**src/rtl/alu_pkg.sv**
```systemverilog
// Shared definitions for the alu4 datapath and the two-port alu4 arbiter.
//   alu_op_t  : 2-bit ALU operation code, every encoding defined
//   arb_state_t : arbiter control states
package alu_pkg;

  typedef enum logic [1:0] {
    ADD = 2'd0,
    SUB = 2'd1,
    AND = 2'd2,
    OR  = 2'd3
  } alu_op_t;

  typedef enum logic [1:0] {
    IDLE = 2'd0,
    EXEC = 2'd1,
    RESP = 2'd2
  } arb_state_t;

  localparam int DATA_W = 4;

endpackage

```
**src/rtl/alu4.sv**
```systemverilog
// 4-bit combinational ALU.
//   op  : operation (ADD/SUB/AND/OR)
//   A,B : operands; for subtraction the caller supplies ~B and Cin=1
//   Cin : carry in for the adder path
//   S   : 4-bit result
//   V   : adder carry-out for ADD/SUB, 0 for logic ops
module alu4
  import alu_pkg::*;
(
  input  alu_op_t           op,
  input  logic [DATA_W-1:0] A,
  input  logic [DATA_W-1:0] B,
  input  logic              Cin,
  output logic [DATA_W-1:0] S,
  output logic              V
);

  logic [DATA_W:0] sum;

  assign sum = {1'b0, A} + {1'b0, B} + {{DATA_W{1'b0}}, Cin};

  always_comb begin
    S = '0;
    V = 1'b0;
    case (op)
      ADD, SUB: begin
        S = sum[DATA_W-1:0];
        V = sum[DATA_W];
      end
      AND:     S = A & B;
      OR:      S = A | B;
      default: begin
        S = '0;
        V = 1'b0;
      end
    endcase
  end

endmodule

```
**src/rtl/alu4_arbiter_rr_arb2.sv**
```systemverilog
// Combinational two-way round-robin grant.
//   v0, v1     : request valid bits
//   last_grant : port granted most recently (0 or 1)
//   grant      : one-hot grant, zero when nothing is requesting
module rr_arb2 (
  input  logic       v0,
  input  logic       v1,
  input  logic       last_grant,
  output logic [1:0] grant
);

  always_comb begin
    grant = 2'b00;
    if (v0 && v1) begin
      // Contention: favour the port that was not served last.
      grant = last_grant ? 2'b01 : 2'b10;
    end else if (v0) begin
      grant = 2'b01;
    end else if (v1) begin
      grant = 2'b10;
    end
  end

endmodule

```
**src/rtl/alu4_arbiter.sv**
```systemverilog
// Shares a single alu4 between two requesters, one transaction at a time.
//   clk, rst            : clock, asynchronous active-high reset
//   reqN_valid/ready    : request handshake for port N
//   reqN_A/B/op         : request operands, latched on acceptance
//   rspN_valid/ready    : response handshake for port N (only the owner sees valid)
//   rspN_S/V            : registered result and carry/overflow flag
// Flow: IDLE (arbitrate, accept) -> EXEC (compute) -> RESP (hold until taken).
module alu4_arbiter
  import alu_pkg::*;
(
  input  logic              clk,
  input  logic              rst,
  input  logic              req0_valid,
  output logic              req0_ready,
  input  logic [DATA_W-1:0] req0_A,
  input  logic [DATA_W-1:0] req0_B,
  input  alu_op_t           req0_op,
  output logic              rsp0_valid,
  input  logic              rsp0_ready,
  output logic [DATA_W-1:0] rsp0_S,
  output logic              rsp0_V,
  input  logic              req1_valid,
  output logic              req1_ready,
  input  logic [DATA_W-1:0] req1_A,
  input  logic [DATA_W-1:0] req1_B,
  input  alu_op_t           req1_op,
  output logic              rsp1_valid,
  input  logic              rsp1_ready,
  output logic [DATA_W-1:0] rsp1_S,
  output logic              rsp1_V
);

  arb_state_t        state;
  logic              owner;
  logic              last_grant;
  logic [1:0]        grant;
  logic              rsp_take;

  logic [DATA_W-1:0] a_p0;
  logic [DATA_W-1:0] b_p0;
  alu_op_t           op_p0;

  logic [DATA_W-1:0] alu_b;
  logic              alu_cin;
  logic [DATA_W-1:0] alu_s;
  logic              alu_v;

  logic [DATA_W-1:0] s_p1;
  logic              v_p1;

  rr_arb2 u_arb (
    .v0         (req0_valid),
    .v1         (req1_valid),
    .last_grant (last_grant),
    .grant      (grant)
  );

  assign req0_ready = (state == IDLE) && grant[0];
  assign req1_ready = (state == IDLE) && grant[1];

  assign rsp0_valid = (state == RESP) && !owner;
  assign rsp1_valid = (state == RESP) && owner;
  assign rsp0_S     = s_p1;
  assign rsp0_V     = v_p1;
  assign rsp1_S     = s_p1;
  assign rsp1_V     = v_p1;

  assign rsp_take   = owner ? rsp1_ready : rsp0_ready;

  // Subtraction is A + ~B + 1 so the adder carry-out means "no borrow".
  assign alu_b   = (op_p0 == SUB) ? ~b_p0 : b_p0;
  assign alu_cin = (op_p0 == SUB);

  alu4 u_alu (
    .op  (op_p0),
    .A   (a_p0),
    .B   (alu_b),
    .Cin (alu_cin),
    .S   (alu_s),
    .V   (alu_v)
  );

  always_ff @(posedge clk or posedge rst) begin
    if (rst) begin
      state      <= IDLE;
      owner      <= 1'b0;
      last_grant <= 1'b1;
      a_p0       <= '0;
      b_p0       <= '0;
      op_p0      <= ADD;
      s_p1       <= '0;
      v_p1       <= 1'b0;
    end else begin
      case (state)
        // Stage p0: capture the granted port's operands.
        IDLE: begin
          if (grant != 2'b00) begin
            a_p0       <= grant[1] ? req1_A  : req0_A;
            b_p0       <= grant[1] ? req1_B  : req0_B;
            op_p0      <= grant[1] ? req1_op : req0_op;
            owner      <= grant[1];
            last_grant <= grant[1];
            state      <= EXEC;
          end
        end
        // Stage p1: register the ALU result.
        EXEC: begin
          s_p1  <= alu_s;
          v_p1  <= alu_v;
          state <= RESP;
        end
        RESP: begin
          if (rsp_take) state <= IDLE;
        end
        default: state <= IDLE;
      endcase
    end
  end

endmodule

```
**config.mk**
```make
export PLATFORM = sky130hd
export DESIGN_NAME = alu4_arbiter
export DESIGN_NICKNAME = d
export VERILOG_FILES = /design/src/rtl/alu_pkg.sv /design/src/rtl/alu4.sv /design/src/rtl/alu4_arbiter_rr_arb2.sv /design/src/rtl/alu4_arbiter.sv
export SDC_FILE = /design/constraint.sdc
export NUM_CORES = 1
export LEC_CHECK = 0
export BUFFER_PORTS_ARGS = -buffer_cell sky130_fd_sc_hd__clkbuf_2
export CORE_AREA = 2 2 51 53
export CTS_CLUSTER_DIAMETER = 120
export DETAILED_ROUTE_END_ITERATION = 12
export DIE_AREA = 0 0 53 55
export PLACE_DENSITY = 0.89
export SYNTH_ARGS = -nofsm -noshare
export SYNTH_HDL_FRONTEND = slang
export SYNTH_SLANG_ARGS = --single-unit
```
**constraint.sdc**
```tcl
create_clock -name clk -period 6.25 [get_ports clk]
set_clock_uncertainty 0.2 [all_clocks]
set_input_delay 0.625 -clock clk [delete_from_list [all_inputs] [get_ports clk]]
set_output_delay 0.625 -clock clk [all_outputs]
set_load 0.01 [all_outputs]
```
Word level (Yosys, flattened, before mapping)
Cells that the tools add are included.

word-level totals
  word-level logic and storage cells = 46
  register bits = 19
  input bits = 26
  output and inout port bits = 14

operators by class
  eq/ne operators = 7
  add/subtract/negate cells = 2
  bitwise gates (word level) = 3
  multiplexer cells = 14
  reductions and logical operators = 12

operators with widths
  kind                                                   count
  2-to-1 mux 2 bit                                       7
  2-to-1 mux 4 bit                                       3
  one-hot mux 4 bit (3 select lines)                     1
  == test 2 bit, second input constant                   3
  one-hot mux 2 bit (3 select lines)                     1
  adder 4 x 4 -> 5 bit                                   1
  adder 5 x 1 -> 5 bit                                   1
  logical AND 1 bit                                      5
  AND 4 bit                                              1
  == test 2 x 1 -> 1 bit, second input constant          2
  logical NOT 2 bit                                      2
  NOT 4 bit                                              1
  bitwise OR 4 bit                                       1
  AND reduction 2 bit                                    2
  2-to-1 mux 1 bit                                       2
  inequality test 2 x 1 -> 1 bit, second input constant  1
  inequality test 2 bit, second input constant           1
  nonzero test 2 bit                                     1
  OR reduction 2 bit                                     1
  logical NOT 1 bit                                      1

Longest topological paths before layout
  depth in word-level cells = 6
  gate-level depth with buffers = 9

Modules after synthesis
A second synthesis with hierarchy kept.

unflattened totals
  cell total of the unflattened synthesis = 123
  area, all modules = 1397.6 sq um

by module, submodules not included
  module        sequential area each (sq um)  cells each  area an instance (sq um)  instances
  alu4_arbiter  476.7                         74          1028.5                    1
  alu4          0.0                           46          350.3                     1
  rr_arb2       0.0                           3           18.8                      1

Worst setup path after synthesis
No wires, ideal clock.

  path kind = reg-to-reg
  from = reg op_p0[1]
  to = reg s_p1[3], in the netlist rsp0_S[3]
  data required time = 5.924 ns
  cell stages (with the launch flop) = 10
  data arrival time = 2.069 ns
  setup time = 0.126 ns
  buffers on the path = 1
  slack = 3.855 ns
  path through = dfrtp_1 -> clkbuf_1 -> nand2b_1 -> xnor2_1 -> inv_1 -> ha_1 -> o21a_1 -> o22ai_2 -> xnor2_1 -> a221o_1

on the way
  longest elaborated chain between the ends = 5

RTL lines
  item                                  RTL line                                            text
  start: declaration                    alu4_arbiter.sv:41                                  alu_op_t op_p0;
  start signal: assignment              alu4_arbiter.sv:100                                 op_p0 <= grant[1] ? req1_op : req0_op;
  == test 2 x 1 -> 1 bit                alu4.sv:25, alu4_arbiter.sv:71, alu4_arbiter.sv:72
  2-to-1 mux 4 bit                      alu4_arbiter.sv:71                                  assign alu_b = (op_p0 == SUB) ? ~b_p0 : b_p0;
  adder 4 x 4 -> 5 bit                  alu4.sv:20                                          assign sum = {1'b0, A} + {1'b0, B} + {{DATA_W{1'b0}}, Cin};
  adder 5 x 1 -> 5 bit                  alu4.sv:20
  one-hot mux 4 bit (3 select lines) *  alu4.sv:25                                          case (op)
  end signal: assignment                alu4_arbiter.sv:108                                 s_p1 <= alu_s;
  end: declaration                      alu4_arbiter.sv:48                                  logic [DATA_W-1:0] s_p1;

Mark *: on every way between the ends. The rest lies on a longest branch, timed or not.
A chain may end at the register's enable or synchronous reset.

Worst setup path in the final report
  from = in req1_valid
  to = out req1_ready

on the way
  longest elaborated chain between the ends = 4

RTL lines
  item                 RTL line                    text
  start: declaration   alu4_arbiter.sv:22          input logic req1_valid,
  2-to-1 mux 2 bit     alu4_arbiter_rr_arb2.sv:19  end else if (v1) begin
  2-to-1 mux 2 bit     alu4_arbiter_rr_arb2.sv:17  end else if (v0) begin
  2-to-1 mux 2 bit *   alu4_arbiter_rr_arb2.sv:14  if (v0 && v1) begin
  logical AND 1 bit *  alu4_arbiter.sv:59          assign req1_ready = (state == IDLE) && grant[1];
  end: declaration     alu4_arbiter.sv:23          output logic req1_ready,

Marks and branches as above.

==> flow_summary.yaml <==
power_and_ir_drop:
  clock_power_share_pct: 8.4
  p_per_area_nw_per_um2: 557.4
  p_leak_nw: 0.7169
  peakVddDrop_mv: 0.3669
  netSwitchingPower_uw: 345.6
  comb_power_share_pct: 58.7
  intPower_uw: 425.7
  p_seq_share_pct: 32.9
  swShare_pct: 44.81
die:
  initial_utilization_pct: 50.16
  coreArea_um2: 2365
  die_w_um: 53
  ios: 40
  die_y_um: 55
  core.rowCount: 18
  die_area_um2: 2915
cts:
  ctsHoldBuffers: 0
  clk_path_buf_depth: 2
  clock_sinks: 19
  cts_tree: "yes"
  post_cts_buffers: 0
  clk_pin_slew_worst_paths_ps: 110
  clkLatencyLatePin_ps: 310
  cts_resized: 0
  cts_root_buf: "clkbuf_4"
  htreeDepth: 1
  numCtsBuffers: 3
timing:
  report.final.slew_viol_count: 0
  tightest_slew_ps: 1271
  setup_viol: 0
  tns_ps: 0
  rsz0062_at_grt: "false"
  fmax_mhz: 336.0
  maxSlewHeadroom_pct: 15.05
  finalHoldViolCount: 0
  finalCriticalPeriod_ps: 2977
  post-route-period-util_pct: 47.63
logic_synthesis:
  synth-edff-count: 0
  synth_seq_cells: 19
  synth_warnings: 0
  yosys-top-cells-area: "dfrtp_1 (38%), mux2i_1 (10%), a21oi_1 (7.2%)"
  syn_avg_cell_area_um2: 9.267
  async_reset_ff_share_pct: 100.0
  synthFlopType: "dfrtp_1"
  synth_nets: 161
  yosysUniqueCellTypes: 29
  seq_area_frac_synth_pct: 40.19
  syn_inst: 128
  syn_area_um2: 1186
  synth_top_area_cell: "dfrtp_1"
  synth_top_cell_area_share_pct: 37.97
finish:
  fin_util_pct: 58.52
  fillCellCount: 226
  antennaDiodeCount: 0
  synthToLayoutAreaGrowth_pct: 16.67
  fin_nets: 194
  layout-drive-gt1-share_pct: 29.38
setup_path:
  cp-start-kind: "primary input"
  worstPathRequired_ps: 5420
  arrival_ps: 2150
  path_max_fanout: 11
  end_kind: "output port"
  rrSetupSlack_ps: 3720
  path_class: "in2out"
grt:
  grt_max_degree: 22
  grt_pass1_wl_mm: 3.981
  grt_use_total_pct: 18.99
  grt.overflow.total: 0
  grt_antenna_before_repair: 0
  grt_pass1_vias: 956
run_status:
  run_status: "finished, final reports clean"
place:
  port_buffers: 39
  routabilityCongestion: 0.7385
  dp_hpwl_mm: 1.824
routing:
  final_antenna_net_count: 0
  firstDrtPassIters: 2
  drt-vias-per-instance: 5.158
  drc: 0
  wl_mm: 2.240
  detail_route.wl_per_cell_um: 11.79
  vias: 980
  drtIter0Drc: 6
flow_run:
  drv_cap: 0
hold_path:
  min-delay-path-class: "in2async"
-- critical path, stage by stage --
cell	delay (ps)
clkbuf_2	120
a21boi_1	1010
and2_1	260
clkbuf_2	140
-- cell usage in the layout (no fill, tap or decap), drive strengths merged, types with 2 or more instances in the layout --
cell type and count:
clkbuf 42, dfrtp 18, nor2 17, a21oi 17, mux2i 12, inv 10, nand2 6, ha 6
xnor2 5, nand2b 4, o21ai 4, o21a 2, o31ai 2, o22ai 2, nor3b 2
-- logic make-up after synthesis --
| group | synth area share [%] |
|---|---|
| adder cells (fa/ha/maj) | 8.017 |
| AND/OR/NAND/NOR | 11.60 |
| XOR/XNOR | 3.692 |
| AO/OA/AOI/OAI | 16.98 |
| flip-flops | 40.19 |
| multiplexers | 11.08 |
| buffers and inverters | 8.439 |
-- flip-flops by register name, indices dropped and copies added, names as in the netlist --
register	flops
a_p0	4
b_p0	4
last_grant	1
op_p0	2
owner	1
rsp0_S	4
rsp0_V	1
state	2
-- area by class of cell --
class	count	area (um^2)	share of cell area (%)
Clock buffer	3	22.52	1.627
Inverter	10	37.54	2.712
Timing Repair Buffer	39	195.2	14.10
Multi-Input combinational cell	88	609.3	44.03
Sequential cell	19	476.7	34.45
Clock inverter	1	5.005	0.3617
Tap cell	30	37.54	2.712
-- routing by layer --
| layer | track usage, % | routed length (um) | vias to the layer above |
|---|---|---|---|
| li1 | - | - | 492 |
| met4 | 10.26 | 57 | 0 |
| met2 | 35.42 | 1108 | 31 |
| met1 | 20.24 | 940 | 452 |
| met5 | 0 | 0 | - |
| met3 | 3.763 | 133 | 5 |
-- cells in the mapped netlist (all sizes together), types with 2 or more instances --
cell type,n
a21oi,17
buf,7
clkbuf,4
dfrtp,18
ha,6
inv,10
mux2i,12
nand2,6
nand2b,4
nor2,17
nor3b,2
o21a,2
o21ai,4
o22ai,2
o31ai,2
xnor2,5
-- power groups by stage --
stage | Sequential [mW] | Clock (mW) | Combinational, mW
after floorplan | 0.235 | 0 | 0.388
after global placement | 0.248 | 0 | 0.436
after detailed placement | 0.256 | 0 | 0.457
after CTS | 0.254 | 0.0657 | 0.458
after global routing | 0.264 | 0.0722 | 0.520
final | 0.254 | 0.0648 | 0.453
-- worst paths after layout --
check                      cells after the start             startpoint                     to
max                                            4             req1_valid             req1_ready
min                                            2                    rst     rsp0_V$_DFFE_PP0N_
max reg2reg                                    8   op_p0[1]$_DFFE_PP0P_  rsp0_S[3]$_DFFE_PP0N_
min reg2reg                                    2  rsp0_S[2]$_DFFE_PP0N_  rsp0_S[2]$_DFFE_PP0N_
max in group asynchronous                      2                    rst    a_p0[1]$_DFFE_PP0P_
min in group clk                               2  rsp0_S[2]$_DFFE_PP0N_  rsp0_S[2]$_DFFE_PP0N_
-- per-stage QoR --
| stage | power, mW | instance area, um^2 | cells | setup WS, ps | hold slack (ps) |
|---|---|---|---|---|---|
| 2_1_floorplan | 0.6233 | 1186 | 128 | 3855 | 309.4 |
| 3_3_place_gp | 0.6843 | 1356 | 186 | 3388 | 285.6 |
| 3_5_place_dp | 0.7129 | 1356 | 186 | 3248 | 301.6 |
| 4_1_cts | 0.7774 | 1384 | 190 | 3248 | 203.7 |
| 5_1_grt | 0.8562 | 1384 | 190 | 3154 | 248.9 |
| 6_report | 0.7713 | 1384 | 190 | 3273 | 181.6 |
(Power assumes the default switching activity.)
